**src/rtl/regfile_ctrl.sv**
```systemverilog
// Requester-side controller for a single-port regfile (async read, sync write, active-low we_).
// Accepts READ/WRITE/ADD/FILL commands over valid-ready and returns read data over valid-ready.
module regfile_ctrl #(
  parameter int ADDR_W = 4,
  parameter int DATA_W = 32,
  parameter int DATA_D = 16
) (
  input  logic              clk,
  input  logic              reset_,
  input  logic              cmd_valid,
  output logic              cmd_ready,
  input  logic [1:0]        cmd_op,
  input  logic [ADDR_W-1:0] cmd_addr,
  input  logic [DATA_W-1:0] cmd_data,
  output logic              resp_valid,
  input  logic              resp_ready,
  output logic [DATA_W-1:0] resp_data,
  output logic              resp_err,
  output logic              busy,
  output logic [ADDR_W-1:0] rf_addr,
  output logic [DATA_W-1:0] rf_d_in,
  output logic              rf_we_,
  input  logic [DATA_W-1:0] rf_d_out
);

  localparam logic [1:0] OP_READ  = 2'b00;
  localparam logic [1:0] OP_WRITE = 2'b01;
  localparam logic [1:0] OP_ADD   = 2'b10;
  localparam logic [1:0] OP_FILL  = 2'b11;

  localparam logic [2:0] S_IDLE = 3'd0;
  localparam logic [2:0] S_RD   = 3'd1;
  localparam logic [2:0] S_WR   = 3'd2;
  localparam logic [2:0] S_RESP = 3'd3;
  localparam logic [2:0] S_FILL = 3'd4;

  localparam logic [ADDR_W-1:0] LAST_ADDR = ADDR_W'(DATA_D - 1);

  logic [2:0]        state_q, state_d;
  logic [1:0]        op_q, op_d;
  logic [DATA_W-1:0] data_q, data_d;
  logic              err_q, err_d;
  logic [DATA_W-1:0] resp_data_q, resp_data_d;
  logic              resp_err_q, resp_err_d;
  logic [ADDR_W-1:0] rf_addr_q, rf_addr_d;
  logic [DATA_W-1:0] rf_d_in_q, rf_d_in_d;
  logic              rf_we_n_q, rf_we_n_d;
  logic [ADDR_W-1:0] fill_cnt_q, fill_cnt_d;
  logic              cmd_in_range;

  assign cmd_in_range = ({1'b0, cmd_addr} < (ADDR_W+1)'(DATA_D));

  always_comb begin
    // NOTE: every signal assigned here gets a default first, so no path can leave one unassigned and infer a latch.
    state_d     = state_q;
    op_d        = op_q;
    data_d      = data_q;
    err_d       = err_q;
    resp_data_d = resp_data_q;
    resp_err_d  = resp_err_q;
    rf_addr_d   = rf_addr_q;
    rf_d_in_d   = rf_d_in_q;
    rf_we_n_d   = 1'b1;
    fill_cnt_d  = fill_cnt_q;

    case (state_q)
      S_IDLE: begin
        if (cmd_valid) begin
          op_d   = cmd_op;
          data_d = cmd_data;
          err_d  = ~cmd_in_range;
          case (cmd_op)
            OP_WRITE: begin
              state_d   = S_WR;
              rf_addr_d = cmd_addr;
              rf_d_in_d = cmd_data;
              rf_we_n_d = ~cmd_in_range;
            end
            OP_FILL: begin
              state_d    = S_FILL;
              fill_cnt_d = '0;
              rf_addr_d  = '0;
              rf_d_in_d  = cmd_data;
              rf_we_n_d  = 1'b0;
            end
            default: begin
              state_d   = S_RD;
              rf_addr_d = cmd_addr;
            end
          endcase
        end
      end
      S_RD: begin
        // Out-of-range reads report zero rather than whatever the regfile decodes.
        resp_data_d = err_q ? '0 : rf_d_out;
        resp_err_d  = err_q;
        if (op_q == OP_ADD) begin
          state_d   = S_WR;
          rf_d_in_d = rf_d_out + data_q;
          rf_we_n_d = err_q;
        end else begin
          state_d = S_RESP;
        end
      end
      S_WR:   state_d = (op_q == OP_ADD) ? S_RESP : S_IDLE;
      S_RESP: if (resp_ready) state_d = S_IDLE;
      S_FILL: begin
        if (fill_cnt_q == LAST_ADDR) begin
          state_d = S_IDLE;
        end else begin
          fill_cnt_d = fill_cnt_q + 1'b1;
          rf_addr_d  = fill_cnt_q + 1'b1;
          rf_we_n_d  = 1'b0;
        end
      end
      default: state_d = S_IDLE;
    endcase
  end

  always_ff @(posedge clk or negedge reset_) begin
    if (!reset_) begin
      state_q     <= S_IDLE;
      op_q        <= OP_READ;
      data_q      <= '0;
      err_q       <= 1'b0;
      resp_data_q <= '0;
      resp_err_q  <= 1'b0;
      rf_addr_q   <= '0;
      rf_d_in_q   <= '0;
      rf_we_n_q   <= 1'b1;
      fill_cnt_q  <= '0;
    end else begin
      // NOTE: non-blocking assignments so every register samples pre-edge values regardless of statement order.
      state_q     <= state_d;
      op_q        <= op_d;
      data_q      <= data_d;
      err_q       <= err_d;
      resp_data_q <= resp_data_d;
      resp_err_q  <= resp_err_d;
      rf_addr_q   <= rf_addr_d;
      rf_d_in_q   <= rf_d_in_d;
      rf_we_n_q   <= rf_we_n_d;
      fill_cnt_q  <= fill_cnt_d;
    end
  end

  assign cmd_ready  = (state_q == S_IDLE);
  assign resp_valid = (state_q == S_RESP);
  assign busy       = (state_q != S_IDLE);
  assign resp_data  = resp_data_q;
  assign resp_err   = resp_err_q;
  assign rf_addr    = rf_addr_q;
  assign rf_d_in    = rf_d_in_q;
  assign rf_we_     = rf_we_n_q;

endmodule

```
**config.mk**
```make
export PLATFORM = sky130hd
export DESIGN_NAME = regfile_ctrl
export DESIGN_NICKNAME = d
export VERILOG_FILES = /design/src/rtl/regfile_ctrl.sv
export SDC_FILE = /design/constraint.sdc
export NUM_CORES = 1
export LEC_CHECK = 0
export CAP_MARGIN = 20
export CORE_AREA = 2 2 114 116
export DETAILED_ROUTE_END_ITERATION = 10
export DIE_AREA = 0 0 116 118
export PLACE_DENSITY = 0.8
export SLEW_MARGIN = 0
export SYNTH_ARGS = -nofsm -noshare
export SYNTH_HDL_FRONTEND = slang
export SYNTH_SLANG_ARGS = --single-unit
```
**constraint.sdc**
```tcl
create_clock -name clk -period 2.8 [get_ports clk]
set_input_delay 0.42 -clock clk [delete_from_list [all_inputs] [get_ports clk]]
set_output_delay 0.42 -clock clk [all_outputs]
set_load 0.005 [all_outputs]
```
Word level (Yosys, flattened, before mapping)
Index checks and enable logic that the tools add are counted.
{"block": "word_totals", "elab_cells": 58, "input_bits": 74, "reg_bits": 110, "output_inout_bits": 73}
{"block": "op_classes", "n_mux": 23, "add_sub_neg": 2, "reduce_logical": 10, "eq_ne": 15}
{"operator": "32-bit 2-to-1 mux", "n": 3}
{"operator": "32-bit one-hot mux with 2 select lines", "n": 1}
{"operator": "32-bit adder", "n": 1}
{"operator": "4-bit 2-to-1 mux", "n": 5}
{"operator": "4-bit one-hot mux with 2 select lines", "n": 2}
{"operator": "3-bit one-hot mux with 5 select lines", "n": 1}
{"operator": "2-bit != test (second input constant)", "n": 5}
{"operator": "3-bit 2-to-1 mux", "n": 3}
{"operator": "4-bit AND reduction", "n": 2}
{"operator": "3-bit by 2-bit == test with 1-bit output (second input constant)", "n": 2}
{"operator": "3-bit one-hot mux with 2 select lines", "n": 1}
{"operator": "3-bit AND reduction", "n": 2}
{"operator": "1-bit 2-to-1 mux", "n": 5}
{"operator": "4-bit by 1-bit adder with 4-bit output (second input constant)", "n": 1}
{"operator": "2-bit == test (second input constant)", "n": 2}
{"operator": "4-bit == test (second input constant)", "n": 1}
{"operator": "2-bit by 1-bit != test with 1-bit output (second input constant)", "n": 2}
{"operator": "2-bit nonzero test", "n": 2}
{"operator": "3-bit by 1-bit == test with 1-bit output (second input constant)", "n": 1}
{"operator": "3-bit == test (second input constant)", "n": 1}
{"operator": "3-bit zero test", "n": 1}
{"operator": "1-bit one-hot mux with 3 select lines", "n": 1}
{"operator": "3-bit nonzero test", "n": 1}
{"operator": "2-bit by 1-bit == test with 1-bit output (second input constant)", "n": 1}
{"operator": "3 further kinds", "n": 3}

Logic depth before layout (Yosys ltp)
Gate-level depths: netlist of run 1.
{"block": "logic_depth", "word_depth": 5, "mapped_depth": 11, "depth_no_buf": 10}

Worst setup path before layout of run 1
No wires, ideal clock.
{"block": "synth_timing", "path_type": "input-to-reg", "from": "in rf_d_out[0]", "to": "reg rf_d_in_q[20], in the netlist rf_d_in[20]", "setup_time_ns": 0.134, "n_path_buf": 0, "t_required_ns": 2.666, "t_arrival_ns": 2.256, "stages": 10, "path_slack_ns": 0.410, "cell_sequence": "ha_1 -> fa_1 -> a21oi_1 -> o21ai_0 -> a21oi_1 -> o311ai_1 -> a21o_1 -> a21boi_1 -> xor2_1 -> o22ai_1"}
{"block": "synth_between", "elab_chain_cells": 3}
{"item": "start: declaration", "line": "23", "source": "input logic [DATA_W-1:0] rf_d_out"}
{"item": "32-bit adder", "line": "99", "source": "rf_d_in_d = rf_d_out + data_q;"}
{"item": "32-bit 2-to-1 mux", "line": "97", "source": "if (op_q == OP_ADD) begin"}
{"item": "32-bit one-hot mux with 2 select lines", "line": "66", "source": "case (state_q)"}
{"item": "end signal: assignment", "line": "141", "source": "rf_d_in_q <= rf_d_in_d;"}
{"item": "end: declaration", "line": "46", "source": "logic [DATA_W-1:0] rf_d_in_q, rf_d_in_d;"}
No other way between the ends. The select of a mux whose other input is x is not followed.
A chain may end at the register's enable or synchronous reset.

Worst setup path after layout of run 1
{"block": "layout_timing", "from": "in rf_d_out[0]", "to": "reg rf_d_in_q[26], in the netlist rf_d_in[26]"}
Same word-level chain as after synthesis.

==> results of run 1 <==
through the flow:
| stage | total power [mW] | util [%] |
|---|---|---|
| after floorplan | 6.14 | - |
| after global placement | 8.65 | 66.1 |
| after detailed placement | 8.84 | 66.1 |
| after CTS | 10.1 | 68.3 |
| after global routing | 10.9 | 68.6 |
| final | 10.1 | 68.6 |
sequential cells by signal, summed over array words and instances (netlist names):
register    flops
op_q            2
fill_cnt_q      4
data_q         32
resp_data      32
state_q         3
rf_addr         4
rf_d_in        32
rf_we_          1
cell usage after synthesis (all sizes together), types with 2 or more instances:
cell and number:
a2111oi 2, a211oi 2, a21boi 4, a21o 17, a21oi 77, a31oi 6
and2 5, and3 7, and4 2, buf 14, clkbuf 21, dfrtp 109
ha 32, inv 9, mux2 34, nand2 153, nand3 7, nand4 8
nor2 52, nor2b 3, nor3 7, nor3b 3, o211ai 2, o21a 7
o21ai 50, o21bai 2, o22ai 8, o31ai 4, or3 3, xnor2 16
xor2 15
power groups by stage:
| stage | Combinational, mW | Clock [mW] | Sequential (mW) |
|---|---|---|---|
| floorplan | 3.35 | 0 | 2.79 |
| global placement | 5.82 | 0 | 2.83 |
| detailed placement | 5.96 | 0 | 2.88 |
| CTS | 6.01 | 1.22 | 2.86 |
| global route | 6.68 | 1.28 | 2.95 |
| finish | 6.08 | 1.19 | 2.86 |
worst max-delay path by stage:
stage	from	to	slack, ns	depth (start not counted)
floorplan	rf_d_out[0]	rf_d_in[20]	0.41	10
global placement	rf_d_out[22]	rf_d_in[31]	-0.25	11
detailed placement	rf_d_out[20]	rf_d_in[31]	-0.36	11
CTS	rf_d_out[20]	rf_d_in[31]	0.01	11
global route	rf_d_out[0]	rf_d_in[30]	-0.009	11
finish	rf_d_out[0]	rf_d_in[26]	0.14	11
cell families (layout without fill, tap and decap cells):
logic type	Yosys count	after routing	synth area share (%)
adders and majority gates	33	33	6.79
DFF	110	110	44.5
muxes	35	35	6.34
other	1	1	0.0605
and+or+nand+nor	253	253	17.2
xor gates and xnor gates	31	31	4.38
AOI/OAI and AO/OA	188	188	17.8
buffers and inverters	44	232	2.93
per-layer routing:
metal | part of all wire [%] | vias to the layer above | wire, um | track usage (%)
met5 | 0 | - | 0 | 0
met4 | 1.7 | 0 | 306 | 8.33
met3 | 5.3 | 26 | 948 | 4.53
met2 | 51 | 169 | 9000 | 44.3
met1 | 42 | 2786 | 7510 | 33.5
li1 | - | 2764 | - | -
cell type report:
cell class	instances	area [sq um]	share of cell area [%]
clock buffer	10	229	2.69
clock inverter	6	38.8	0.455
inverter	9	33.8	0.396
multi-input combinational	541	3310	38.9
sequential	110	2750	32.3
tap	172	215	2.53
timing repair buffer	207	1940	22.8
worst reg2reg max path, delay by kind of cell, from the launching register on:
family | cells | cell delay [ns]
AND/OR/NAND/NOR | 1 | 0.06
flip-flops | 1 | 0.39
buffers and inverters | 2 | 0.34
multiplexers | 1 | 0.13
AO/OA/AOI/OAI | 6 | 1.14
adder cells (fa/ha/maj) | 1 | 0.33
timing repair:
item | in CTS | in global routing
resized for setup | 0 | 9
buffers inserted | 0 | 0
endpoints found under the setup margin | 0 | 10
==> reports/qor_table.md, run 1 <==
| Result | This run | Unit |
|---|---|---|
| Outcome | complete, no violations | - |
| Worst-skew pair later-pin latency | 0.36 | ns |
| Antenna violations before repair | 0 | - |
| Synth Net Count | 802 | - |
| Hold crit path type | in2async | - |
| Final Cycle Share | 95.0 | % |
| Drt initial violations | 310 | - |
| Largest area contributor in the netlist | dfrtp_1 | - |
| Wire length of the first global-routing pass | 28,500 | um |
| Worst endpoint data arrival time | 2.90 | ns |
| Share of total power in sequential cells | 28.2 | % |
| Share of synthesized registers carrying an async set or reset | 100 | % |
| Area share of the largest cell type after synthesis | 44.0 | % |
| Cells after synthesis | 695 | - |
| Worst relative slew slack | 56.7 | % |
| Total I/O pin count | 147 | - |
| Root Buffer Master | clkbuf_16 | - |
| Die Footprint | 13,700 | sq um |
| Part of the power in the clock network | 11.8 | % |
| HPWL after detailed placement | 12,900 | um |
| Setup repair after global routing missed its margin | true | - |
| Cell Int Power | 6.08 | mW |
| Final hold violation count | 0 | - |
| Launching point of the worst reg2reg path | data_q[22] | - |
| Final-report setup violation count | 0 | - |
| Total placed instance area | 8210 | sq um |
| FF+latch count, synth | 110 | - |
| Max H-tree Level | 3 | - |
| I/O Buffers | 145 | - |
| Quantity of hold-fixing buffers added after cts | 0 | - |
| Core region area | 12,400 | sq um |
| Total Wirelength | 17,800 | um |
| Cell leakage power | 3.84 | nW |
| Yosys cell types | 52 | - |
| Actual slew at the worst max-slew pin | 0.649 | ns |
| Clock transition at the registers of the reported paths | 0.07 | ns |
| Maximum single-stage delay on the critical path | 0.53 | ns |
| Via count of the first global-routing pass | 5,825 | - |
| Vias/cell | 5.45 | - |
| Class of the most critical setup path | in2reg | - |
| Worst IR drop on VDD | 0.000519 | V |
| Net total in the final layout | 985 | - |
| Max-cap violation count | 0 | - |
| Remaining number of nets flagged by the antenna check after routing | 0 | - |
| DR DRC count | 0 | - |
| Post-Route Hold Slack | 0.0665 | ns |
| Largest net degree at the start of global routing | 111 | - |
| Min cycle time layout | 2.66 | ns |
| Post-synth top flop | dfrtp_1 | - |
| Die X | 116 | um |
| Worst-case reg-to-reg path depth | 11 | - |
| Sw Ratio | 40.0 | % |
| Cell Count Post-Placement | 1,039 | - |
| Average cell area after synthesis | 8.91 | sq um |
| Crit path capture type | register | - |
| Bufs on Longest Clock Path | 2 | - |
| Drt wl/cell | 16.8 | um |
| Ordered list of cells on the worst path | clkdlybuf4s50_1 > ha_1 > fa_2 > a21oi_2 > o211a_1 > o31ai_4 > o21ai_1 > o31ai_2 > a21oi_1 > xor2_1 > o22ai_1 | - |
| Die height | 118 | um |
| Crit Path Max Fanout | 3 | - |
| Worst setup slack for register-to-register paths | 0.32 | ns |
| Relative contribution of combinational cells to total power | 60.0 | % |
| F_max | 0.376 | GHz |
| Post-synthesis instance area | 6190 | sq um |
| Final Skew | 0.00687 | ns |
| Overall Global Routing Usage | 26.0 | % |
| Critical Path RT | 3.04 | ns |
| Clk sink count | 110 | - |
| Number of max-slew violations in the final report | 0 | - |
| Post-route cell area | 8520 | sq um |
| Worst setup slack after placement | -0.358 | ns |
| Clock tree from TritonCTS | done | - |
| Starting density of the core | 49.9 | % |
| Final non-filler cell total | 1,055 | - |
| P&R area growth vs syn | 37.6 | % |
| Leading cell types in the layout, fill and taps excluded | nand2_1, clkdlybuf4s50_1, dfrtp_1, a21oi_1, buf_4 | - |
| Part of the Yosys area used for sequential elements | 44.5 | % |
| Post-synth EDFFs | 0 | - |
| Count of fill cells added during filler insertion | 1,034 | - |
| Share of post-route cells with drive strength above 1 | 14.7 | % |
| Worst setup margin | 0.140 | ns |
| CP Buf/Inv Count | 1 | - |
| Switching pwr | 4.06 | mW |
| Ranking of synthesized cells by area | dfrtp_1, nand2_1, ha_1, a21oi_1, mux2_2 | - |
| Global placement routability congestion | 0.897 | - |
| Power density cells | 1190 | nW/um^2 |
| Most frequent standard cell in the layout excluding fill and tap cells | nand2_1 | - |
| Via Count | 5,745 | - |
| Terminus of the critical flop-to-flop path | rf_d_in[31] | - |
| Total gr overflow | 0 | - |
| Yosys warnings | 0 | - |
| Setup total negative slack | 0 | ns |
| Antenna diode count | 0 | - |
| Worst path slowest cell | clkdlybuf4s50_1 | - |
| # rows | 41 | - |
| Category of cells accounting for the largest share of critical-path delay | compound AO/OA/AOI/OAI gates | - |
| Kind of start point of the critical path | input pin | - |
| TritonCTS Buffers | 9 | - |
| Iteration count of the initial detailed-routing pass | 5 | - |
Note: power is estimated with default switching activity, not from simulation.
==> inputs of run 2 (changes only) <==
--- a/config.mk
+++ b/config.mk
@@ -6,9 +6,10 @@
 export NUM_CORES = 1
 export LEC_CHECK = 0
 export CAP_MARGIN = 20
-export CORE_AREA = 2 2 114 116
+export CORE_AREA = 4 4 116 118
 export DETAILED_ROUTE_END_ITERATION = 10
-export DIE_AREA = 0 0 116 118
+export DIE_AREA = 0 0 120 122
+export GPL_ROUTABILITY_DRIVEN = 1
 export PLACE_DENSITY = 0.8
 export SLEW_MARGIN = 0
 export SYNTH_ARGS = -nofsm -noshare
==> reports/qor_table.md, run 2 (synthesis gave the netlist of run 1 again) <==
| Result | This run | Unit |
|---|---|---|
| Drt wl/cell | 16.6 | um |
| Class of the most critical setup path | in2reg | - |
| Most frequent standard cell in the layout excluding fill and tap cells | nand2_1 | - |
| Total area of multi-input combinational cells | 3300 | sq um |
| Via count of the first global-routing pass | 5,983 | - |
| Worst setup slack for register-to-register paths | 0.29 | ns |
| Post-Route Hold Slack | 0.00936 | ns |
| Outcome | complete, no violations | - |
| Die Footprint | 14,600 | sq um |
| Bufs on Longest Clock Path | 2 | - |
| Vias/cell | 5.47 | - |
| Switching pwr | 4.03 | mW |
| Share of post-route cells with drive strength above 1 | 15.2 | % |
| FF+latch area | 2750 | sq um |
| Share of total power in sequential cells | 27.7 | % |
| Cell Int Power | 6.16 | mW |
| Worst setup slack after placement | -0.329 | ns |
| Clock tree from TritonCTS | done | - |
| Cell mode on critical path | a21oi_2 | - |
| Worst endpoint data arrival time | 2.95 | ns |
| Worst-skew pair later-pin latency | 0.36 | ns |
| HPWL after detailed placement | 13,100 | um |
| Clk sink count | 110 | - |
| F_max | 0.369 | GHz |
| Die height | 122 | um |
| Final Cycle Share | 96.8 | % |
| Category of cells accounting for the largest share of critical-path delay | compound AO/OA/AOI/OAI gates | - |
| Post-CTS setup-driven buffer insertion count | 0 | - |
| Launching point of the worst reg2reg path | data_q[0] | - |
| Post-route cell area | 8550 | sq um |
| Relative contribution of combinational cells to total power | 59.9 | % |
| Power density cells | 1190 | nW/um^2 |
| Total I/O pin count | 147 | - |
| Actual slew at the worst max-slew pin | 0.754 | ns |
| Part of the power in the clock network | 12.4 | % |
| Utilization after layout | 68.6 | % |
| Maximum single-stage delay on the critical path | 0.48 | ns |
| Remaining number of nets flagged by the antenna check after routing | 0 | - |
| Antenna violations before repair | 0 | - |
| Cell leakage power | 3.87 | nW |
| Drt initial violations | 361 | - |
| Worst IR drop on VDD | 0.000732 | V |
| Max H-tree Level | 3 | - |
| Final Skew | 0.00692 | ns |
| Total Power | 10.2 | mW |
| Path length in cells of the critical path | 11 | - |
| Max-cap violation count | 0 | - |
| Number of max-slew violations in the final report | 0 | - |
| TritonCTS Buffers | 9 | - |
| DR DRC count | 0 | - |
| Global placement routability congestion | 0.963 | - |
| I/O Buffers | 145 | - |
| Min cycle time layout | 2.71 | ns |
| Total placed instance area | 8230 | sq um |
| Wire length of the first global-routing pass | 28,800 | um |
| Ordered list of cells on the worst path | clkdlybuf4s50_1 > ha_2 > fa_1 > a21oi_2 > o21ai_0 > a21oi_2 > o311ai_2 > a21o_1 > a21boi_2 > xor2_1 > o22ai_1 | - |
| Final non-filler cell total | 1,059 | - |
| Sw Ratio | 39.5 | % |
| Cell Count Post-Placement | 1,043 | - |
| Worst setup margin | 0.0890 | ns |
| Starting density of the core | 49.7 | % |
| Root Buffer Master | clkbuf_16 | - |
| Kind of start point of the critical path | input pin | - |
| Start point of the critical path | rf_d_out[0] | - |
| Largest net degree at the start of global routing | 72 | - |
| Die X | 120 | um |
| Total Wirelength | 17,500 | um |
| Terminus of the critical flop-to-flop path | rf_d_in[20] | - |
| Overall Global Routing Usage | 24.3 | % |
| Total gr overflow | 0 | - |
| Setup total negative slack | 0 | ns |
| Worst relative slew slack | 49.7 | % |
| Final hold violation count | 0 | - |
| Leading cell types in the layout, fill and taps excluded | nand2_1, clkdlybuf4s50_1, dfrtp_1, a21oi_1, buf_4 | - |
| CP Buf/Inv Count | 1 | - |
| Final-report setup violation count | 0 | - |
| Crit path capture type | register | - |
| Critical Path RT | 3.04 | ns |
| Net total in the final layout | 989 | - |
| Crit Path Max Fanout | 3 | - |
| Antenna diode count | 0 | - |
| # rows | 41 | - |
| Clock transition at the registers of the reported paths | 0.07 | ns |
| Count of fill cells added during filler insertion | 957 | - |
| Worst-case reg-to-reg path depth | 10 | - |
| Last element of the critical path | rf_d_in[20] | - |
| Core region area | 12,500 | sq um |
| P&R area growth vs syn | 38.1 | % |
| Via Count | 5,790 | - |
| Worst path slowest cell | clkdlybuf4s50_1 | - |
| Iteration count of the initial detailed-routing pass | 5 | - |
| Hold crit path type | in2async | - |
run 2: power groups by stage:
stage               Clock (mW)  Combinational (mW)  Sequential [mW]
finish                    1.27                6.10             2.82
CTS                       1.30                6.02             2.82
floorplan                    0                3.35             2.79
global route              1.36                6.70             2.93
detailed placement           0                5.96             2.85
global placement             0                5.81             2.80
run 2: layer usage:
| layer | vias to the layer above | track usage [%] | wire (um) |
|---|---|---|---|
| li1 | 2792 | - | - |
| met5 | - | 0 | 0 |
| met1 | 2786 | 30.3 | 7360 |
| met3 | 18 | 4.50 | 1090 |
| met2 | 194 | 42.6 | 8820 |
| met4 | 0 | 8.02 | 260 |
run 2: worst min-delay path by stage:
stage,from,to,slack (ns),depth (start not counted)
global route,reset_,data_q[24],0.04,1
floorplan,reset_,data_q[0],0.12,0
detailed placement,reset_,resp_data[22],0.40,1
global placement,reset_,resp_data[22],0.39,1
CTS,reset_,data_q[24],0.02,1
finish,reset_,data_q[24],0.009,1
run 2: area by class of cell:
class	count	share of cell area (%)
flip-flops and latches	110	32.2
inverters	9	0.395
repair buffers	211	22.9
well taps	172	2.52
clock buffers	9	2.63
clock inverters	7	0.761
multi-input cells	541	38.6
run 2: worst register-to-register path, stage by stage (launching register included):
cell      delay, ns
dfrtp_1        0.39
ha_2           0.19
fa_1           0.43
a21oi_2        0.18
o21ai_0        0.15
a21oi_2        0.25
o311ai_2       0.17
a21o_1         0.23
a21boi_2       0.15
xor2_1         0.17
o22ai_1        0.09
run 2: what timing repair did:
| item | in CTS | in global routing |
|---|---|---|
| hold buffers | 0 | 0 |
| pin swaps | 1 | 1 |
| gates resized for setup | 1 | 8 |
| setup endpoints to repair | 1 | 14 |
